$ cat src/rtl/fft_pkg.sv
// Shared constants and types for the FFT frame loader.
// No logic; widths, frame size, read-side FSM states and Q8.8 coefficients.
package fft_pkg;

    localparam int DW    = 16;
    localparam int N     = 8;
    localparam int IDX_W = 3;

    typedef enum logic [1:0] {
        S_IDLE  = 2'd0,
        S_START = 2'd1,
        S_BUSY  = 2'd2
    } rd_state_t;

    // Q8.8 signed fixed-point constants
    localparam logic [DW-1:0] Q_ONE    = 16'h0100;
    localparam logic [DW-1:0] Q_RSQRT2 = 16'h00B5;

endpackage

$ cat src/rtl/fft_frame_bank.sv
// Purpose: one frame bank of N complex samples, written one sample per cycle by index.
// Latency: a write is visible on rd_real/rd_imag the cycle after the write edge.
// Backpressure: none; the owner must not write while the bank is being consumed.
module fft_frame_bank
    import fft_pkg::*;
#(
    parameter int BW = fft_pkg::DW,
    parameter int BN = fft_pkg::N
) (
    input  logic                   clk,
    input  logic                   rst_n,
    input  logic                   we,
    input  logic [$clog2(BN)-1:0]  idx,
    input  logic signed [BW-1:0]   wr_real,
    input  logic signed [BW-1:0]   wr_imag,
    output logic signed [BW-1:0]   rd_real [0:BN-1],
    output logic signed [BW-1:0]   rd_imag [0:BN-1]
);

    always_ff @(posedge clk or negedge rst_n) begin
        if (!rst_n) begin
            for (int i = 0; i < BN; i++) begin
                rd_real[i] <= '0;
                rd_imag[i] <= '0;
            end
        end else if (we) begin
            rd_real[idx] <= wr_real;
            rd_imag[idx] <= wr_imag;
        end
    end

endmodule

$ cat src/rtl/fft_frame_loader.sv
// Purpose: ping-pong loader collecting 8-sample complex frames and handing them to an FFT.
// Latency: start pulses one cycle after the last sample of a frame is accepted (FFT idle).
// Backpressure: in_ready falls only while the bank being written is still full.
module fft_frame_loader
    import fft_pkg::*;
#(
    parameter int DW = fft_pkg::DW,
    parameter int N  = fft_pkg::N
) (
    input  logic                 clk,
    input  logic                 rst_n,
    input  logic                 in_valid,
    output logic                 in_ready,
    input  logic signed [DW-1:0] in_real,
    input  logic signed [DW-1:0] in_imag,
    output logic signed [DW-1:0] x_real [0:N-1],
    output logic signed [DW-1:0] x_imag [0:N-1],
    output logic                 start,
    input  logic                 fft_done,
    output logic [7:0]           frame_cnt
);

    localparam int IW = $clog2(N);

    logic          wr_bank;
    logic [IW-1:0] wr_idx;
    logic [1:0]    bank_full;
    logic          rd_bank;
    rd_state_t     state;

    logic          accept;
    logic          release_bank;
    logic [1:0]    set_mask;
    logic [1:0]    clr_mask;

    logic signed [DW-1:0] b0_real [0:N-1];
    logic signed [DW-1:0] b0_imag [0:N-1];
    logic signed [DW-1:0] b1_real [0:N-1];
    logic signed [DW-1:0] b1_imag [0:N-1];

    assign in_ready     = !bank_full[wr_bank];
    assign accept       = in_valid && in_ready;
    assign release_bank = (state == S_BUSY) && fft_done;
    assign start        = (state == S_START);

    // Set and clear always target different banks: a full bank is never written.
    assign set_mask = (accept && wr_idx == IW'(N-1)) ? (2'b01 << wr_bank) : 2'b00;
    assign clr_mask = release_bank ? (2'b01 << rd_bank) : 2'b00;

    always_ff @(posedge clk or negedge rst_n) begin
        if (!rst_n) begin
            wr_bank   <= 1'b0;
            wr_idx    <= '0;
            bank_full <= 2'b00;
        end else begin
            if (accept) begin
                wr_idx <= wr_idx + 1'b1;
                if (wr_idx == IW'(N-1))
                    wr_bank <= ~wr_bank;
            end
            bank_full <= (bank_full | set_mask) & ~clr_mask;
        end
    end

    always_ff @(posedge clk or negedge rst_n) begin
        if (!rst_n) begin
            state     <= S_IDLE;
            rd_bank   <= 1'b0;
            frame_cnt <= 8'd0;
        end else begin
            case (state)
                S_IDLE:  if (bank_full[rd_bank]) state <= S_START;
                S_START: state <= S_BUSY;
                S_BUSY: begin
                    if (fft_done) begin
                        state     <= S_IDLE;
                        rd_bank   <= ~rd_bank;
                        frame_cnt <= frame_cnt + 8'd1;
                    end
                end
                default: state <= S_IDLE;
            endcase
        end
    end

    fft_frame_bank #(.BW(DW), .BN(N)) u_bank0 (
        .clk     (clk),
        .rst_n   (rst_n),
        .we      (accept && !wr_bank),
        .idx     (wr_idx),
        .wr_real (in_real),
        .wr_imag (in_imag),
        .rd_real (b0_real),
        .rd_imag (b0_imag)
    );

    fft_frame_bank #(.BW(DW), .BN(N)) u_bank1 (
        .clk     (clk),
        .rst_n   (rst_n),
        .we      (accept && wr_bank),
        .idx     (wr_idx),
        .wr_real (in_real),
        .wr_imag (in_imag),
        .rd_real (b1_real),
        .rd_imag (b1_imag)
    );

    always_comb begin
        for (int i = 0; i < N; i++) begin
            x_real[i] = rd_bank ? b1_real[i] : b0_real[i];
            x_imag[i] = rd_bank ? b1_imag[i] : b0_imag[i];
        end
    end

endmodule

$ cat config.mk
export PLATFORM = sky130hd
export DESIGN_NAME = fft_frame_loader
export DESIGN_NICKNAME = d
export VERILOG_FILES = /design/src/rtl/fft_pkg.sv /design/src/rtl/fft_frame_bank.sv /design/src/rtl/fft_frame_loader.sv
export SDC_FILE = /design/constraint.sdc
export NUM_CORES = 1
export LEC_CHECK = 0
export ABC_AREA = 1
export BUFFER_PORTS_ARGS = -buffer_cell sky130_fd_sc_hd__clkbuf_2
export CAP_MARGIN = 0
export CORE_ASPECT_RATIO = 0.8
export CORE_MARGIN = 2
export CORE_UTILIZATION = 40
export CTS_CLUSTER_DIAMETER = 30
export CTS_CLUSTER_SIZE = 8
export DETAILED_ROUTE_END_ITERATION = 8
export GPL_ROUTABILITY_DRIVEN = 1
export PLACE_DENSITY_LB_ADDON = 0.15
export SETUP_SLACK_MARGIN = 0.05
export SLEW_MARGIN = 20
export SYNTH_ARGS = -nofsm -noshare
export SYNTH_HDL_FRONTEND = slang
export SYNTH_SLANG_ARGS = --single-unit
$ cat constraint.sdc
create_clock -name clk -period 1.9 [get_ports clk]
set_input_delay 0.38 -clock clk [delete_from_list [all_inputs] [get_ports clk]]
set_output_delay 0.38 -clock clk [all_outputs]
set_load 0.005 [all_outputs]
==> metrics.csv <==
metric,value,unit
Final nets,3068,
Port Buffers,301,
Final Critical Period,2360,ps
hold crit path type,in -> reg,
synthesized area per cell,8.38,um2
vias in the first global route,18988,
Setup crit start kind,flop,
Post-synth EDFFs,0,
CP max FO,30,
initial antenna violation count,1,
Synth async-reset ratio,100,%
Post-Syn Instances,2648,
YS warnings,0,
Final period util,124,%
largest net degree at the start of global routing,71,
cell taking the most area after synthesis,dfrtp_1,
Final Max Slew Viols,0,
FF-to-FF End,u_bank1.rd_real[77],
critical path data required time,1520,ps
Num CTS Buffers,113,
R2R setup slack,150,ps
Worst-path clk slew,40,ps
initial core utilization,40.3,%
worst-skew pair later-pin latency,660,ps
"Worst Setup Slack, final",-462,ps
core area,0.0550,mm2
VDD IR max,1.04,mV
fill count,4928,
layout cells sized above 1,25.2,%
Final Util,55.9,%
RSZ-0062 raised after global routing,yes,
Internal,39.3,mW
GPL Wtd Cong,0.831,
Synth Register Bits,529,
Tot Pwr,60.3,mW
power share of the sequential group,31.4,%
CTS tree,done,
DRC errors left,0,
failing checks,negative setup slack,
Synth-to-Final Area Change,38.7,%
Comb pwr share,35.7,%
Die Width,267,um
first-pass GRT wire length,109000,um
"top cells by count, synth","1030 x nand2_1, 529 x dfrtp_1, 481 x o21ai_0, 146 x clkbuf_1, 142 x inv_1",
Crit Path Category,reg -> out,
Die Ht,215,um
top-count cell post-synth,nand2_1,
Most used DFF post-synth,dfrtp_1,
All-Layer GR Usage,24.6,%
Sw Share,34.9,%
DP Wirelength,44300,um
WL/cell,18.8,um
die area,0.0574,mm2
pin slew with the least headroom to its limit,729,ps
worst-case clock buffer depth,3,
outcome,"finished, violations left",
crit path capture,x_real[125],
critical path startpoint,rd_bank,
Max-slew headroom,51.3,%
pwr dens,1960,mW/mm2
Clock power frac,32.8,%
main area contributors after synthesis,"dfrtp_1 60%, nand2_1 17%, o21ai_0 11%",
P_leak,15.4,nW
I/O pins,302,
fmax,0.423,GHz
Via density,5.04,
count of different cell masters after synthesis,24,
htree depth,3,
max_cap viols,0,
Reg2Reg Depth,6,
Worst Skew,19.7,ps
syn_nets,2687,
R2R Path Start,wr_idx[2],
crit path DAT,1980,ps
initial drt markers,1676,
Synth top area share,59.7,%
CP Capture Type,output port,
clock root cell,clkbuf_16,
Final setup viols,257,
Final Hold Vio Count,0,
Num Clock Sinks,529,
Final ANT Viol Nets,0,
Switch Pwr,21.1,mW
sequential area share after synthesis,59.7,%
DRT Wirelength,72800,um
DR pass1 iterations,6,
Rows,77,
GRT Residual Overflow,0,
via count,19502,
synthesized area,0.0222,mm2
==> worst min path at each step <==
stage | depth (start not counted) | slack (ps) | end | startpoint
6_report | 3 | 30 | u_bank0.rd_imag[34] | in_imag[2]
5_1_grt | 3 | 10 | u_bank0.rd_imag[67] | in_imag[3]
4_1_cts | 3 | 4 | u_bank0.rd_imag[34] | in_imag[2]
3_5_place_dp | 1 | 310 | frame_cnt[5] | rst_n
3_3_place_gp | 1 | 310 | frame_cnt[5] | rst_n
2_1_floorplan | 0 | 80 | bank_full[0] | rst_n
==> placed cells by master (no fill, tap or decap), types with 3 or more instances in the layout <==
cell / n
o21ai_4: 12
dfrtp_1: 528
buf_4: 48
nand2_1: 935
clkbuf_8: 21
clkinv_8: 5
nand2_2: 87
o21ai_0: 398
buf_8: 3
inv_2: 3
a21oi_1: 99
nand2_4: 14
bufinv_16: 13
buf_2: 22
buf_6: 17
clkbuf_2: 267
nand3_1: 7
clkinv_4: 5
clkinvlp_4: 10
buf_12: 35
inv_1: 142
o21ai_1: 58
nor2_4: 7
nor3_2: 4
ha_1: 3
nor2_1: 107
clkbuf_16: 133
o21ai_2: 44
clkinv_2: 19
dlygate4sd3_1: 26
xor2_1: 6
buf_16: 13
clkbuf_1: 21
==> layout make-up <==
| class | count | area, um2 | area share, % |
|---|---|---|---|
| flip-flops and latches | 529 | 13200 | 43.0 |
| repair buffers | 450 | 3840 | 12.5 |
| clock buffers | 156 | 3220 | 10.5 |
| inverters | 146 | 561 | 1.82 |
| well taps | 750 | 938 | 3.05 |
| multi-input cells | 1788 | 8270 | 26.9 |
| clock inverters | 52 | 682 | 2.22 |
| repair inverters | 1 | 16.3 | 0.0529 |
| diodes | 1 | 2.50 | 0.00813 |
==> worst max-delay path, cell delays in order (launching register included) <==
cell	delay (ps)
dfrtp_4	500
buf_12	160
buf_16	170
buf_4	190
nand2_1	60
nand2_1	100
clkbuf_2	130
==> stage by stage <==
| stage | std cells | setup WS [ps] | setup TNS (ps) | hold slack [ps] | area, um2 |
|---|---|---|---|---|---|
| global route | 3873 | -507 | -113530 | 13.8 | 30800 |
| global placement | 3605 | 110 | 0 | 309 | 25000 |
| detailed placement | 3605 | 97.6 | 0 | 307 | 25000 |
| CTS | 3850 | -506 | -112810 | 3.85 | 29700 |
| floorplan | 2648 | 173 | 0 | 84.4 | 22200 |
| finish | 3873 | -462 | -97920 | 29.0 | 30800 |
==> sequential cells by signal (all words and copies together) (netlist names) <==
name,cells
u_bank0.rd_imag,128
u_bank1.rd_real,128
wr_idx,3
rd_bank,1
bank_full,2
u_bank0.rd_real,128
frame_cnt,8
state,2
u_bank1.rd_imag,128
wr_bank,1
==> power by group through the flow <==
stage | sequential [mW] | combinational (mW) | clock, mW
after floorplan | 18.2 | 9.36 | 0
after global placement | 18.7 | 16.8 | 0
after detailed placement | 18.9 | 17.1 | 0
after CTS | 18.9 | 18.9 | 20.1
after global routing | 19.5 | 23.9 | 20.7
final | 19.0 | 21.6 | 19.8
==> logic make-up after synthesis <==
| kind of cell | Yosys count | share of synthesized area [%] |
|---|---|---|
| flops | 529 | 59.7 |
| xor+xnor | 6 | 0.237 |
| simple gates | 1165 | 20.2 |
| compound gates | 614 | 13.9 |
| buf+inv | 331 | 5.82 |
| fa+ha+maj | 3 | 0.169 |
==> metal layers <==
layer | track usage, % | vias to the layer above | share of wire (%)
met4 | 8.95 | 0 | 2.9
met3 | 7.04 | 148 | 7.5
met5 | 0 | - | 0
li1 | - | 9207 | -
met2 | 37.8 | 669 | 46
met1 | 33.1 | 9478 | 43
==> what timing repair did <==
| action | in CTS | in global routing |
|---|---|---|
| setup buffers | 5 | 2 |
| pin swaps | 9 | 23 |
| hold buffers | 26 | 0 |
| resized for setup | 140 | 201 |
| endpoints found under the hold margin | 129 | 0 |
| endpoints found under the setup margin | 257 | 285 |
| gates cloned | 6 | 26 |
(Power assumes the default switching activity.)
